<file path="src/rtl/line_fifo_sequencer.sv">
// Phase controller and access arbiter for the shared line FIFO of the nonogram solver.
// Sequences RECEIVE/SOLVE/FLUSH/TRANSMIT, muxes FIFO writers, gates reads and counts passes.
module line_fifo_sequencer #(
    parameter int unsigned WIDTH = 16,
    parameter int unsigned DEPTH = 1024,
    localparam int unsigned OW = $clog2(DEPTH + 1)
) (
    input  logic             clk_50mhz,
    input  logic             rst,
    input  logic             parsed_i,
    input  logic             solved_i,
    input  logic             assembled_i,
    input  logic             parse_valid_i,
    input  logic [WIDTH-1:0] parse_data_i,
    output logic             parse_ready_o,
    input  logic             solve_valid_i,
    input  logic [WIDTH-1:0] solve_data_i,
    output logic             solve_ready_o,
    input  logic             rd_req_i,
    output logic             rd_grant_o,
    output logic [WIDTH-1:0] fifo_din_o,
    output logic             fifo_wr_en_o,
    output logic             fifo_rd_en_o,
    output logic             fifo_srst_o,
    input  logic             fifo_full_i,
    input  logic             fifo_empty_i,
    output logic [1:0]       phase_o,
    output logic [OW-1:0]    occupancy_o,
    output logic             pass_done_o,
    output logic [7:0]       pass_count_o,
    output logic             protocol_err_o
);

    typedef enum logic [1:0] {
        StReceive  = 2'd0,
        StSolve    = 2'd1,
        StTransmit = 2'd2,
        StFlush    = 2'd3
    } phase_e;

    phase_e        phase_q, phase_d;
    logic [OW-1:0] occ_q, occ_d;
    logic [OW-1:0] pass_len_q;
    logic [OW-1:0] rd_cnt_q;
    logic          pass_done_q;
    logic [7:0]    pass_count_q;
    logic          err_q;

    logic in_receive, in_solve;
    logic wr_parse, wr_solve, rd_fire, pass_end;

    // Handshakes are additionally gated by rst so nothing fires while the FIFO is held in reset.
    assign in_receive = ~rst & (phase_q == StReceive);
    assign in_solve   = ~rst & (phase_q == StSolve);

    assign parse_ready_o = in_receive & ~fifo_full_i;
    assign solve_ready_o = in_solve & ~fifo_full_i;
    assign wr_parse      = parse_valid_i & parse_ready_o;
    assign wr_solve      = solve_valid_i & solve_ready_o;
    assign fifo_wr_en_o  = wr_parse | wr_solve;
    assign fifo_din_o    = (phase_q == StReceive) ? parse_data_i : solve_data_i;

    assign rd_fire      = rd_req_i & in_solve & ~fifo_empty_i;
    assign rd_grant_o   = rd_fire;
    assign fifo_rd_en_o = rd_fire;
    assign fifo_srst_o  = rst | (phase_q == StFlush);

    assign pass_end = rd_fire & (pass_len_q != '0) & ((rd_cnt_q + OW'(1)) == pass_len_q);

    always_comb begin
        phase_d = phase_q;
        unique case (phase_q)
            StReceive:  if (parsed_i) phase_d = StSolve;
            StSolve:    if (solved_i) phase_d = StFlush;
            StFlush:    phase_d = StTransmit;
            StTransmit: if (assembled_i) phase_d = StReceive;
        endcase
    end

    always_comb begin
        occ_d = occ_q;
        if (fifo_wr_en_o && !rd_fire) begin
            occ_d = occ_q + OW'(1);
        end else if (rd_fire && !fifo_wr_en_o) begin
            occ_d = occ_q - OW'(1);
        end
        // A write issued together with solved is discarded by the flush reset.
        if (phase_q == StFlush || phase_d == StFlush) begin
            occ_d = '0;
        end
    end

    always_ff @(posedge clk_50mhz) begin
        if (rst) begin
            phase_q      <= StReceive;
            occ_q        <= '0;
            pass_len_q   <= '0;
            rd_cnt_q     <= '0;
            pass_done_q  <= 1'b0;
            pass_count_q <= 8'd0;
            err_q        <= 1'b0;
        end else begin
            phase_q     <= phase_d;
            occ_q       <= occ_d;
            pass_done_q <= pass_end;
            if (phase_q == StReceive && phase_d == StSolve) begin
                pass_len_q   <= occ_d;
                rd_cnt_q     <= '0;
                pass_count_q <= 8'd0;
            end else if (pass_end) begin
                // Words put back during this pass become the next pass.
                pass_len_q <= occ_d;
                rd_cnt_q   <= '0;
                if (pass_count_q != 8'hFF) begin
                    pass_count_q <= pass_count_q + 8'd1;
                end
            end else if (rd_fire) begin
                rd_cnt_q <= rd_cnt_q + OW'(1);
            end
            if ((parse_valid_i && phase_q != StReceive) ||
                (solve_valid_i && phase_q != StSolve)) begin
                err_q <= 1'b1;
            end
        end
    end

    assign phase_o        = phase_q;
    assign occupancy_o    = occ_q;
    assign pass_done_o    = pass_done_q;
    assign pass_count_o   = pass_count_q;
    assign protocol_err_o = err_q;

endmodule

</file>
<file path="config.mk">
export PLATFORM = sky130hd
export DESIGN_NAME = line_fifo_sequencer
export DESIGN_NICKNAME = d
export VERILOG_FILES = /design/src/rtl/line_fifo_sequencer.sv
export SDC_FILE = /design/constraint.sdc
export NUM_CORES = 1
export LEC_CHECK = 0
export ABC_AREA = 1
export CELL_PAD_IN_SITES_DETAIL_PLACEMENT = 0
export CELL_PAD_IN_SITES_GLOBAL_PLACEMENT = 1
export CORE_AREA = 2 2 102 104
export CTS_CLUSTER_SIZE = 8
export DETAILED_ROUTE_END_ITERATION = 16
export DIE_AREA = 0 0 104 106
export PLACE_DENSITY = 0.89
export SYNTH_ARGS = -nofsm -noshare
export SYNTH_HDL_FRONTEND = slang
export SYNTH_SLANG_ARGS = --single-unit
export TNS_END_PERCENT = 10
</file>
<file path="constraint.sdc">
create_clock -name clk_50mhz -period 2.1 [get_ports clk_50mhz]
set_input_delay 0.315 -clock clk_50mhz [delete_from_list [all_inputs] [get_ports clk_50mhz]]
set_output_delay 0.315 -clock clk_50mhz [all_outputs]
set_load 0.01 [all_outputs]
</file>
==> results of run 1 <==
metal layers:
| layer | up-vias | global-route usage [%] | part of all wire, % |
|---|---|---|---|
| met3 | 15 | 2.58 | 4.2 |
| met5 | - | 0 | 0 |
| li1 | 1888 | - | - |
| met2 | 83 | 30.2 | 51 |
| met1 | 1650 | 21.3 | 44 |
| met4 | 0 | 4.83 | 1.4 |
Yosys cell counts:
master	instances	share of area, %
sky130_fd_sc_hd__dfxtp_1	45	29
sky130_fd_sc_hd__nand3_1	58	9.4
sky130_fd_sc_hd__buf_6	1	0.36
sky130_fd_sc_hd__nand2_1	195	24
sky130_fd_sc_hd__nand4_1	6	1.2
sky130_fd_sc_hd__ha_1	4	1.6
sky130_fd_sc_hd__a22o_1	1	0.28
sky130_fd_sc_hd__a21oi_1	25	4.1
sky130_fd_sc_hd__buf_4	2	0.49
sky130_fd_sc_hd__nand3b_1	3	0.73
sky130_fd_sc_hd__xnor2_1	3	0.85
sky130_fd_sc_hd__nor2_1	64	7.8
sky130_fd_sc_hd__nor4_1	1	0.20
sky130_fd_sc_hd__nor3_1	13	2.1
sky130_fd_sc_hd__clkbuf_1	8	0.97
sky130_fd_sc_hd__xor2_1	8	2.3
sky130_fd_sc_hd__nand2_2	5	1.0
sky130_fd_sc_hd__or2_2	1	0.20
sky130_fd_sc_hd__clkinv_1	1	0.12
sky130_fd_sc_hd__inv_1	63	7.7
sky130_fd_sc_hd__o21ai_1	4	0.65
sky130_fd_sc_hd__inv_2	1	0.12
sky130_fd_sc_hd__buf_2	6	0.97
sky130_fd_sc_hd__nor2_4	2	0.73
sky130_fd_sc_hd__or2_1	1	0.20
sky130_fd_sc_hd__nor2_2	5	1.0
sky130_fd_sc_hd__o21ai_0	8	1.3
sky130_fd_sc_hd__and2_1	4	0.81
critical path, cell delays in order (launching register included):
cell	delay, ns
sky130_fd_sc_hd__dfxtp_2	0.35
sky130_fd_sc_hd__buf_4	0.14
sky130_fd_sc_hd__nor2_4	0.13
sky130_fd_sc_hd__buf_6	0.18
sky130_fd_sc_hd__nand2_1	0.06
sky130_fd_sc_hd__nand2_1	0.06
sky130_fd_sc_hd__clkdlybuf4s50_1	0.54
cells in the final DEF, fill, tap and decap left out, types with 10 or more instances in the layout:
cell type / n
sky130_fd_sc_hd__inv_1: 62
sky130_fd_sc_hd__a21oi_1: 23
sky130_fd_sc_hd__nor2_1: 59
sky130_fd_sc_hd__nand3_1: 50
sky130_fd_sc_hd__dfxtp_1: 38
sky130_fd_sc_hd__clkdlybuf4s50_1: 74
sky130_fd_sc_hd__nand2_1: 192
sky130_fd_sc_hd__buf_4: 27
sky130_fd_sc_hd__nor3_1: 13
sky130_fd_sc_hd__dlymetal6s2s_1: 10
worst min path at each step:
| stage | start | endpoint | slack (ns) | cells past startpoint |
|---|---|---|---|---|
| final | rst | phase_o[1] | 0.46 | 3 |
| after CTS | pass_count_o[6] | pass_count_o[6] | 0.50 | 2 |
| after detailed placement | protocol_err_o | protocol_err_o | 0.48 | 2 |
| after global placement | protocol_err_o | protocol_err_o | 0.46 | 2 |
| after global routing | rst | phase_o[1] | 0.48 | 3 |
| after floorplan | pass_len_q[10] | pass_len_q[10] | 0.46 | 2 |
through the flow:
stage	setup TNS (ns)	instances	util, %	area, um2
2_1_floorplan	0	538	-	3090
4_1_cts	-0.484	778	43.6	4360
5_1_grt	-1.20	783	45.7	4570
6_report	-0.0589	783	45.7	4570
3_3_place_gp	-1.17	770	42.5	4250
3_5_place_dp	-2.22	770	42.5	4250
where the power goes:
group | switching [uW] | internal, uW | total, uW
Sequential | 39.5 | 884 | 924
Combinational | 354 | 344 | 697
Clock | 381 | 253 | 633
timing repair:
| item | 4_1_cts | 5_1_grt |
|---|---|---|
| setup buffers | 0 | 4 |
| pin swaps | 1 | 17 |
| cloned | 0 | 1 |
| setup endpoints to repair | 29 | 49 |
| gates resized for setup | 9 | 50 |
state kept, by name, summed over array words and instances (netlist names):
register,count
rd_cnt_q,11
occupancy_o,11
pass_count_o,8
pass_len_q,11
pass_done_o,1
protocol_err_o,1
phase_o,2
area by class of cell:
class	count	area, um2	area share, %
Timing Repair Buffer	118	1150	25.2
Clock buffer	5	68.8	1.51
Multi-Input combinational cell	411	1980	43.5
Inverter	65	245	5.37
Sequential cell	45	917	20.1
Clock inverter	3	28.8	0.630
Tap cell	136	170	3.73
cell families after synthesis:
group | Yosys count | share of synthesized area [%]
xor gates and xnor gates | 11 | 3.12
AOI/OAI and AO/OA | 38 | 6.28
DFF | 45 | 29.2
adders and majority gates | 4 | 1.62
buffers and inverters | 82 | 10.7
and+or+nand+nor | 358 | 49.1
==> metrics.txt, run 1 <==
status finished with violations; failing checks setup timing; average wire length per cell after detail routing 12.4 um; slew margin rel. 74.6%; total wire length after detailed routing 9710 um; number of H-tree levels 2; setup slack of the most critical reg-to-reg path 0.13 ns; kind of end point of the critical path primary output; path type of the worst setup path reg -> out; number of nets in the layout 692; max-slew violation count 0; endpoints failing hold 0; share of final-layout standard cells stronger than drive strength 1 12.8%; hold buffer count at CTS 0; total number of vias 3636; first drt pass iteration count 5; share of the yosys chip area belonging to registers 29.2%; root buffer selected by CTS sky130_fd_sc_hd__clkbuf_8; number of global-route vias before repair 3339; number of buffers created by CTS 5; crit path setup slack, layout -0.0176 ns; cell count after synthesis 538; clock sink total 45; largest net degree at the start of global routing 19; maximum clock insertion buffer count 2; total routing resource utilization after global routing 17.0%; worst endpoint required time 1.78 ns; Worst R2R Path Depth 14; insertion delay of the later-clocked pin in the worst-skew pair 0.33 ns; highest clock frequency the design can meet 472 MHz; fill count 1084; total power draw 2250 uW; floorplan row count 37; sort of element at the start of the critical path flop; maxcap violations 0; Critical Path End fifo_din_o[5]; number of buffers added on ports 86; reg2reg end pass_len_q[4]; launch instance of the worst register-to-register path rd_cnt_q[0]; Antenna Nets Post-Route 0; nets in the synthesized netlist 584; Via density 4.64; slew of the pin with the lowest slew margin 0.380 ns; CP Launch Point phase_o[0]; Inserted Diodes 0; count of state elements after synthesis 45; core footprint 0.0100 mm2; Area Overhead vs Synth 47.9%; setup clock skew after layout 0.0192 ns; warnings from Yosys 0; number of top-level design ports 87; antenna violations before repair 0; clock tree from TritonCTS done; clock-pin slew on the worst setup and hold paths 0.10 ns; power density over cell area 494 mW/mm2; unrepaired setup endpoints after global routing yes; post-route DRC violation count 0; GPL Wtd Cong 0.882; Unique masters post-synth 28; average size of a mapped cell 5.74 um2; pre-CTS WS -0.147 ns; effective utilization at floorplan 30.9%; Arrival @ worst endpoint 1.80 ns; sum of net half-perimeters after detailed placement 7400 um; period utilization 101%; time the worst path needs with I/O delays and setup 2.12 ns; wire length of the first global-routing pass 15700 um; static leakage 0.00215 uW; die span in x 104 um; final global-route overflow total 0; Fin Hold WS 0.463 ns; # setup viols final 8; violation count after the first detailed-routing iteration 142; Worst Path Max Fanout 17; Vert. Die Dim 106 um; maximum resistive drop on vdd 310 uV; class of the most critical hold timing path in -> reg; die area 0.0110 mm2; Synth Cell Area 0.00309 mm2
Power figures use the tool's default switching activity.
==> run 2: changes to the inputs <==
Settings changed: REMOVE_ABC_BUFFERS set to 1.
==> metrics.txt, run 2 (synthesis results as in run 1) <==
status finished, final reports clean; most frequent standard cell in the layout excluding fill and tap cells sky130_fd_sc_hd__nand2_1; class of the most critical hold timing path reg -> reg; kind of end point of the critical path primary output; post-route DRC violation count 0 (unchanged); cell mode on critical path sky130_fd_sc_hd__nand2_1; slew of the pin with the lowest slew margin 0.518 ns (+0.138 ns); setup clock skew after layout 0.00983 ns (-0.00933 ns); critical path buffer and inverter count 3 (unchanged); Worst Path Max Fanout 8 (-9); max-slew violation count 0 (unchanged); static leakage 0.00206 uW (-4.0%); number of top-level design ports 87 (unchanged); # setup viols final 0 (-8); largest stage delay on the critical path 0.47 ns (-0.07 ns); maximum clock insertion buffer count 2 (unchanged); maxcap violations 0 (unchanged); pre-CTS WS -0.217 ns (-0.0701 ns); crit path setup slack, layout 0.0888 ns (+0.106 ns); GPL Wtd Cong 0.864 (-2.1%); insertion delay of the later-clocked pin in the worst-skew pair 0.31 ns (-0.02 ns); leading cell types in the layout, fill and taps excluded sky130_fd_sc_hd__nand2_1, sky130_fd_sc_hd__clkdlybuf4s50_1, sky130_fd_sc_hd__inv_1, sky130_fd_sc_hd__nor2_1, sky130_fd_sc_hd__nand3_1; core footprint 0.0100 mm2 (unchanged); highest clock frequency the design can meet 497 MHz (+5.3%); CP max stage cell sky130_fd_sc_hd__clkdlybuf4s50_1; hold buffer count at CTS 0 (unchanged); share of final-layout standard cells stronger than drive strength 1 10.6% (-2.3 points); Via density 4.55 (-2.1%); period utilization 95.8% (-5.1 points); antenna violations before repair 0 (unchanged); family with the most delay on the worst path buffers and inverters; Antenna Nets Post-Route 0 (unchanged); die area 0.0110 mm2 (unchanged); number of global-route vias before repair 3318 (-0.63%); path type of the worst setup path reg -> out; floorplan row count 37 (unchanged); Inserted Diodes 0 (unchanged); number of buffers added on ports 86 (unchanged); total wire length after detailed routing 8980 um (-7.5%); final global-route overflow total 0 (unchanged); endpoints failing hold 0 (unchanged); root buffer selected by CTS sky130_fd_sc_hd__clkbuf_8; effective utilization at floorplan 30.9% (unchanged); slew margin rel. 65.4% (-9.2 points); Final Core Density 44.7% (-0.99 points); worst endpoint required time 1.78 ns (about the same); Area Overhead vs Synth 44.7%; power density over cell area 516 mW/mm2 (+4.6%); number of nets in the layout 689 (-0.43%); number of H-tree levels 2 (unchanged); time the worst path needs with I/O delays and setup 2.01 ns (-0.106 ns); average wire length per cell after detail routing 11.5 um (-7.2%); die span in x 104 um (unchanged); unrepaired setup endpoints after global routing yes; first drt pass iteration count 5 (unchanged); Vert. Die Dim 106 um (unchanged); maximum resistive drop on vdd 285 uV (-8.1%); clock tree from TritonCTS done; largest net degree at the start of global routing 19 (unchanged); violation count after the first detailed-routing iteration 140 (-1.4%); critical path, cell by cell nor2_4 > clkinv_1 > buf_4 > nand2_1 > nand2_1 > clkdlybuf4s50_1; clock-pin slew on the worst setup and hold paths 0.08 ns (-0.02 ns); sum of net half-perimeters after detailed placement 7080 um (-4.2%); wire length of the first global-routing pass 15000 um (-4.3%); number of buffers created by CTS 5 (unchanged); sort of element at the start of the critical path flop; total routing resource utilization after global routing 16.2% (-0.75 points); clock sink total 45 (unchanged); total number of vias 3546 (-2.5%); Arrival @ worst endpoint 1.70 ns (-0.10 ns)
[run 2: cell count changes in the layout (fill, tap and decap cells not counted), sizes merged]
| cell | delta |
|---|---|
| buf | -3 |
| bufinv | +1 |
| clkbuf | +1 |
| clkdlybuf4s50 | +8 |
| clkinvlp | +1 |
| dlygate4sd2 | -1 |
| dlymetal6s2s | -7 |
| inv | -3 |
[run 2: routing by layer]
metal	vias up	share of wire, %	track usage, %
met4	0	1.2	3.96
met1	1578	45	19.7
met2	76	49	29.3
li1	1883	-	-
met5	-	0	0
met3	9	4.6	3.43
[run 2: layout make-up]
type	count	area, um2
Clock buffer	6	82.6
Clock inverter	2	37.5
Fill cell	1053	5530
Inverter	65	244
Multi-Input combinational cell	411	1920
Sequential cell	45	913
Tap cell	136	170
Timing Repair Buffer	115	1100
[run 2: repair_timing]
action / in CTS / in global routing
resized for setup: 5 / 25
setup buffers: 0 / 4
pin swaps: 0 / 5
cloned: 0 / 1
endpoints found under the setup margin: 14 / 42
[run 2: final timing paths]
path             startpoint               to  slack [ns]  cells after the start
max              phase_o[0]    fifo_din_o[0]        0.09                      6
min          protocol_err_o   protocol_err_o        0.49                      2
max reg2reg     rd_cnt_q[0]  pass_count_o[3]        0.13                     14
min reg2reg  protocol_err_o   protocol_err_o        0.49                      2
[run 2: metrics by stage]
stage	total power (uW)	hold slack (ns)	setup TNS, ns	cell area (um2)	instances
2_1_floorplan	1280	0.384	0	3000	521
3_3_place_gp	1610	0.455	-3.73	4230	767
3_5_place_dp	1610	0.472	-4.60	4230	767
4_1_cts	2310	0.492	0	4350	775
5_1_grt	2440	0.530	-0.359	4470	780
6_report	2310	0.489	0	4470	780
[run 2: worst reg2reg max path, stage by stage (launching register included)]
cell and delay (ns):
sky130_fd_sc_hd__dfxtp_4 0.39, sky130_fd_sc_hd__ha_4 0.15, sky130_fd_sc_hd__nand2_4 0.08, sky130_fd_sc_hd__nor2_4 0.17
sky130_fd_sc_hd__buf_4 0.13, sky130_fd_sc_hd__nand3b_1 0.10, sky130_fd_sc_hd__nand3_1 0.12, sky130_fd_sc_hd__nand3_2 0.11
sky130_fd_sc_hd__inv_1 0.07, sky130_fd_sc_hd__nand2_1 0.06, sky130_fd_sc_hd__nor2_2 0.15, sky130_fd_sc_hd__buf_2 0.18
sky130_fd_sc_hd__nand3_1 0.07, sky130_fd_sc_hd__nand2_1 0.07, sky130_fd_sc_hd__nor2_1 0.03
[run 2: power by group]
group / switching (uW) / leakage, uW / total [uW] / internal (uW)
Sequential: 40.0 / 0.000369 / 925 / 885
Clock: 320 / 0.0000574 / 708 / 387
Combinational: 331 / 0.00164 / 673 / 341
Total: 692 / 0.00206 / 2310 / 1610
==> run 3: changes to the inputs <==
Settings changed: CELL_PAD_IN_SITES_DETAIL_PLACEMENT 0 to unset, CELL_PAD_IN_SITES_GLOBAL_PLACEMENT 1 to unset, CORE_AREA 2 2 102 104 to 2 2 83 85, DIE_AREA 0 0 104 106 to 0 0 85 87, PLACE_DENSITY 0.89 to 0.9.
==> metrics.txt, run 3 (synthesis results as in run 1) <==
largest net degree at the start of global routing 19 (unchanged); routed length on met2 4680 um (+5.6%); worst endpoint required time 1.78 ns (about the same); area of all placed cells without fillers 0.00440 mm2 (-1.5%); static leakage 0.00206 uW (about the same); met3 wire length 594 um (+43%); maxcap violations 0 (unchanged); Worst Hold Launch protocol_err_o; insertion delay of the later-clocked pin in the worst-skew pair 0.31 ns (about the same); floorplan row count 30 (-19%); status finished, final reports clean; clock-pin slew on the worst setup and hold paths 0.09 ns (about the same); Arrival @ worst endpoint 1.74 ns (+0.04 ns); sort of element at the start of the critical path flop; total routing resource utilization after global routing 24.6% (+8.4 points); wire length of the first global-routing pass 15100 um (+0.32%); number of buffers created by CTS 5 (unchanged); total power draw 2320 uW (+0.67%); clock tree from TritonCTS done; clock sink total 45 (unchanged); net switching power 699 uW (+1.1%); antenna violations before repair 0 (unchanged); slew margin rel. 63.8% (-1.6 points); uppermost metal layer occupied by signal nets met4; portion of total power attributed to sequential cells 39.9% (-0.2 points); sum of net half-perimeters after detailed placement 7170 um (+1.1%); maximum resistive drop on vdd 352 uV (+24%); endpoints failing hold 0 (unchanged); Vert. Die Dim 87 um (-18%); switch share 30.1% (+0.13 points); number of H-tree levels 2 (unchanged); design internal power 1620 uW (+0.49%); placed inst area 0.00419 mm2 (-0.95%); non-filler instance count after layout 725 (-7.1%); number of nets in the layout 690 (+0.15%); Via density 5.22 (+15%); Area Overhead vs Synth 42.5%; post-route DRC violation count 0 (unchanged); effective utilization at floorplan 47.0% (+16 points); share of final-layout standard cells stronger than drive strength 1 10.7% (+0.14 points); highest clock frequency the design can meet 487 MHz (-2.2%); cell total after placement 715 (-6.8%); unrepaired setup endpoints after global routing yes; Antenna Nets Post-Route 0 (unchanged); path type of the worst setup path reg -> out; root buffer selected by CTS sky130_fd_sc_hd__clkbuf_8; wire length on met1 3850 um (-4.2%); clock network power share 30.1% (-0.6 points); kind of end point of the critical path primary output; launch instance of the worst register-to-register path rd_cnt_q[0]; number of global-route vias before repair 3541 (+6.7%); Inserted Diodes 0 (unchanged); class of the most critical hold timing path reg -> reg; number of top-level design ports 87 (unchanged); # setup viols final 0 (unchanged); time the worst path needs with I/O delays and setup 2.06 ns (+0.0442 ns); number of buffers added on ports 86 (unchanged); max-slew violation count 0 (unchanged); hold buffer count at CTS 0 (unchanged); Worst Path Max Fanout 15 (+7); setup clock skew after layout 0.0118 ns (+0.00194 ns); total wire length after detailed routing 9350 um (+4.1%); most frequent standard cell in the layout excluding fill and tap cells sky130_fd_sc_hd__nand2_1; relative contribution of combinational cells to total power 30.0% (+0.8 points); CP Launch Point phase_o[1]; core footprint 0.00657 mm2 (-34%); total number of vias 3788 (+6.8%); maximum clock insertion buffer count 2 (unchanged); die span in x 85 um (-18%); leading cell types in the layout, fill and taps excluded sky130_fd_sc_hd__nand2_1, sky130_fd_sc_hd__clkdlybuf4s50_1, sky130_fd_sc_hd__inv_1, sky130_fd_sc_hd__nor2_1, sky130_fd_sc_hd__nand3_1; GPL Wtd Cong 0.948 (+9.8%); die area 0.00740 mm2 (-33%); power density over cell area 528 mW/mm2 (+2.2%); slew of the pin with the lowest slew margin 0.539 ns (+0.0204 ns); final global-route overflow total 0 (unchanged); average wire length per cell after detail routing 12.9 um (+12%); period utilization 97.9% (+2.1 points); first drt pass iteration count 5 (unchanged); violation count after the first detailed-routing iteration 256 (+83%)
## run 3: layout make-up
class | count | area (um2)
sequential | 45 | 910
inverter | 65 | 245
fill | 527 | 2170
timing repair buffer | 116 | 1100
clock inverter | 1 | 30.0
tap | 80 | 100
clock buffer | 7 | 86.3
multi-input combinational | 411 | 1930
## run 3: path summary, 6_finish.rpt
| check | endpoint | slack (ns) | cells past startpoint |
|---|---|---|---|
| worst max-delay path | fifo_din_o[8] | 0.04 | 6 |
| worst min-delay path | protocol_err_o | 0.49 | 2 |
| worst max register to register | pass_len_q[4] | 0.14 | 13 |
| worst min register to register | protocol_err_o | 0.49 | 2 |
## run 3: timing repair
action / in CTS / in global routing
endpoints found under the hold margin: 0 / 0
setup endpoints to repair: 19 / 43
resized for setup: 8 / 23
buffers inserted: 0 / 1
gates cloned: 0 / 1
pin swaps: 1 / 4
## run 3: per-stage QoR
step / hold WS [ns] / utilization [%] / setup TNS, ns / setup WS, ns
after global placement: 0.463 / 63.7 / -1.77 / -0.158
after detailed placement: 0.475 / 63.7 / -4.30 / -0.185
after floorplan: 0.384 / - / 0 / 0.119
final: 0.495 / 67.0 / 0 / 0.0446
after global routing: 0.529 / 67.0 / -0.519 / -0.0728
after CTS: 0.499 / 65.5 / 0 / 0.0224
## run 3: metal layers
layer | track usage (%) | up-vias
met5 | 0 | -
met4 | 8.37 | 0
met3 | 5.40 | 26
met2 | 44.2 | 173
met1 | 29.0 | 1701
li1 | - | 1888
## run 3: power groups by stage
stage	Sequential [uW]	Combinational (uW)	Clock, uW
floorplan	944	332	0
global placement	944	663	0
detailed placement	945	679	0
CTS	926	684	706
global route	930	771	747
finish	926	696	699
## run 3: worst max-delay path, stage by stage (launching register included)
cell                              delay (ns)
sky130_fd_sc_hd__dfxtp_2                0.41
sky130_fd_sc_hd__nor2_4                 0.06
sky130_fd_sc_hd__clkinv_2               0.07
sky130_fd_sc_hd__buf_4                  0.19
sky130_fd_sc_hd__nand2_1                0.08
sky130_fd_sc_hd__nand2_1                0.09
sky130_fd_sc_hd__clkdlybuf4s50_1        0.54
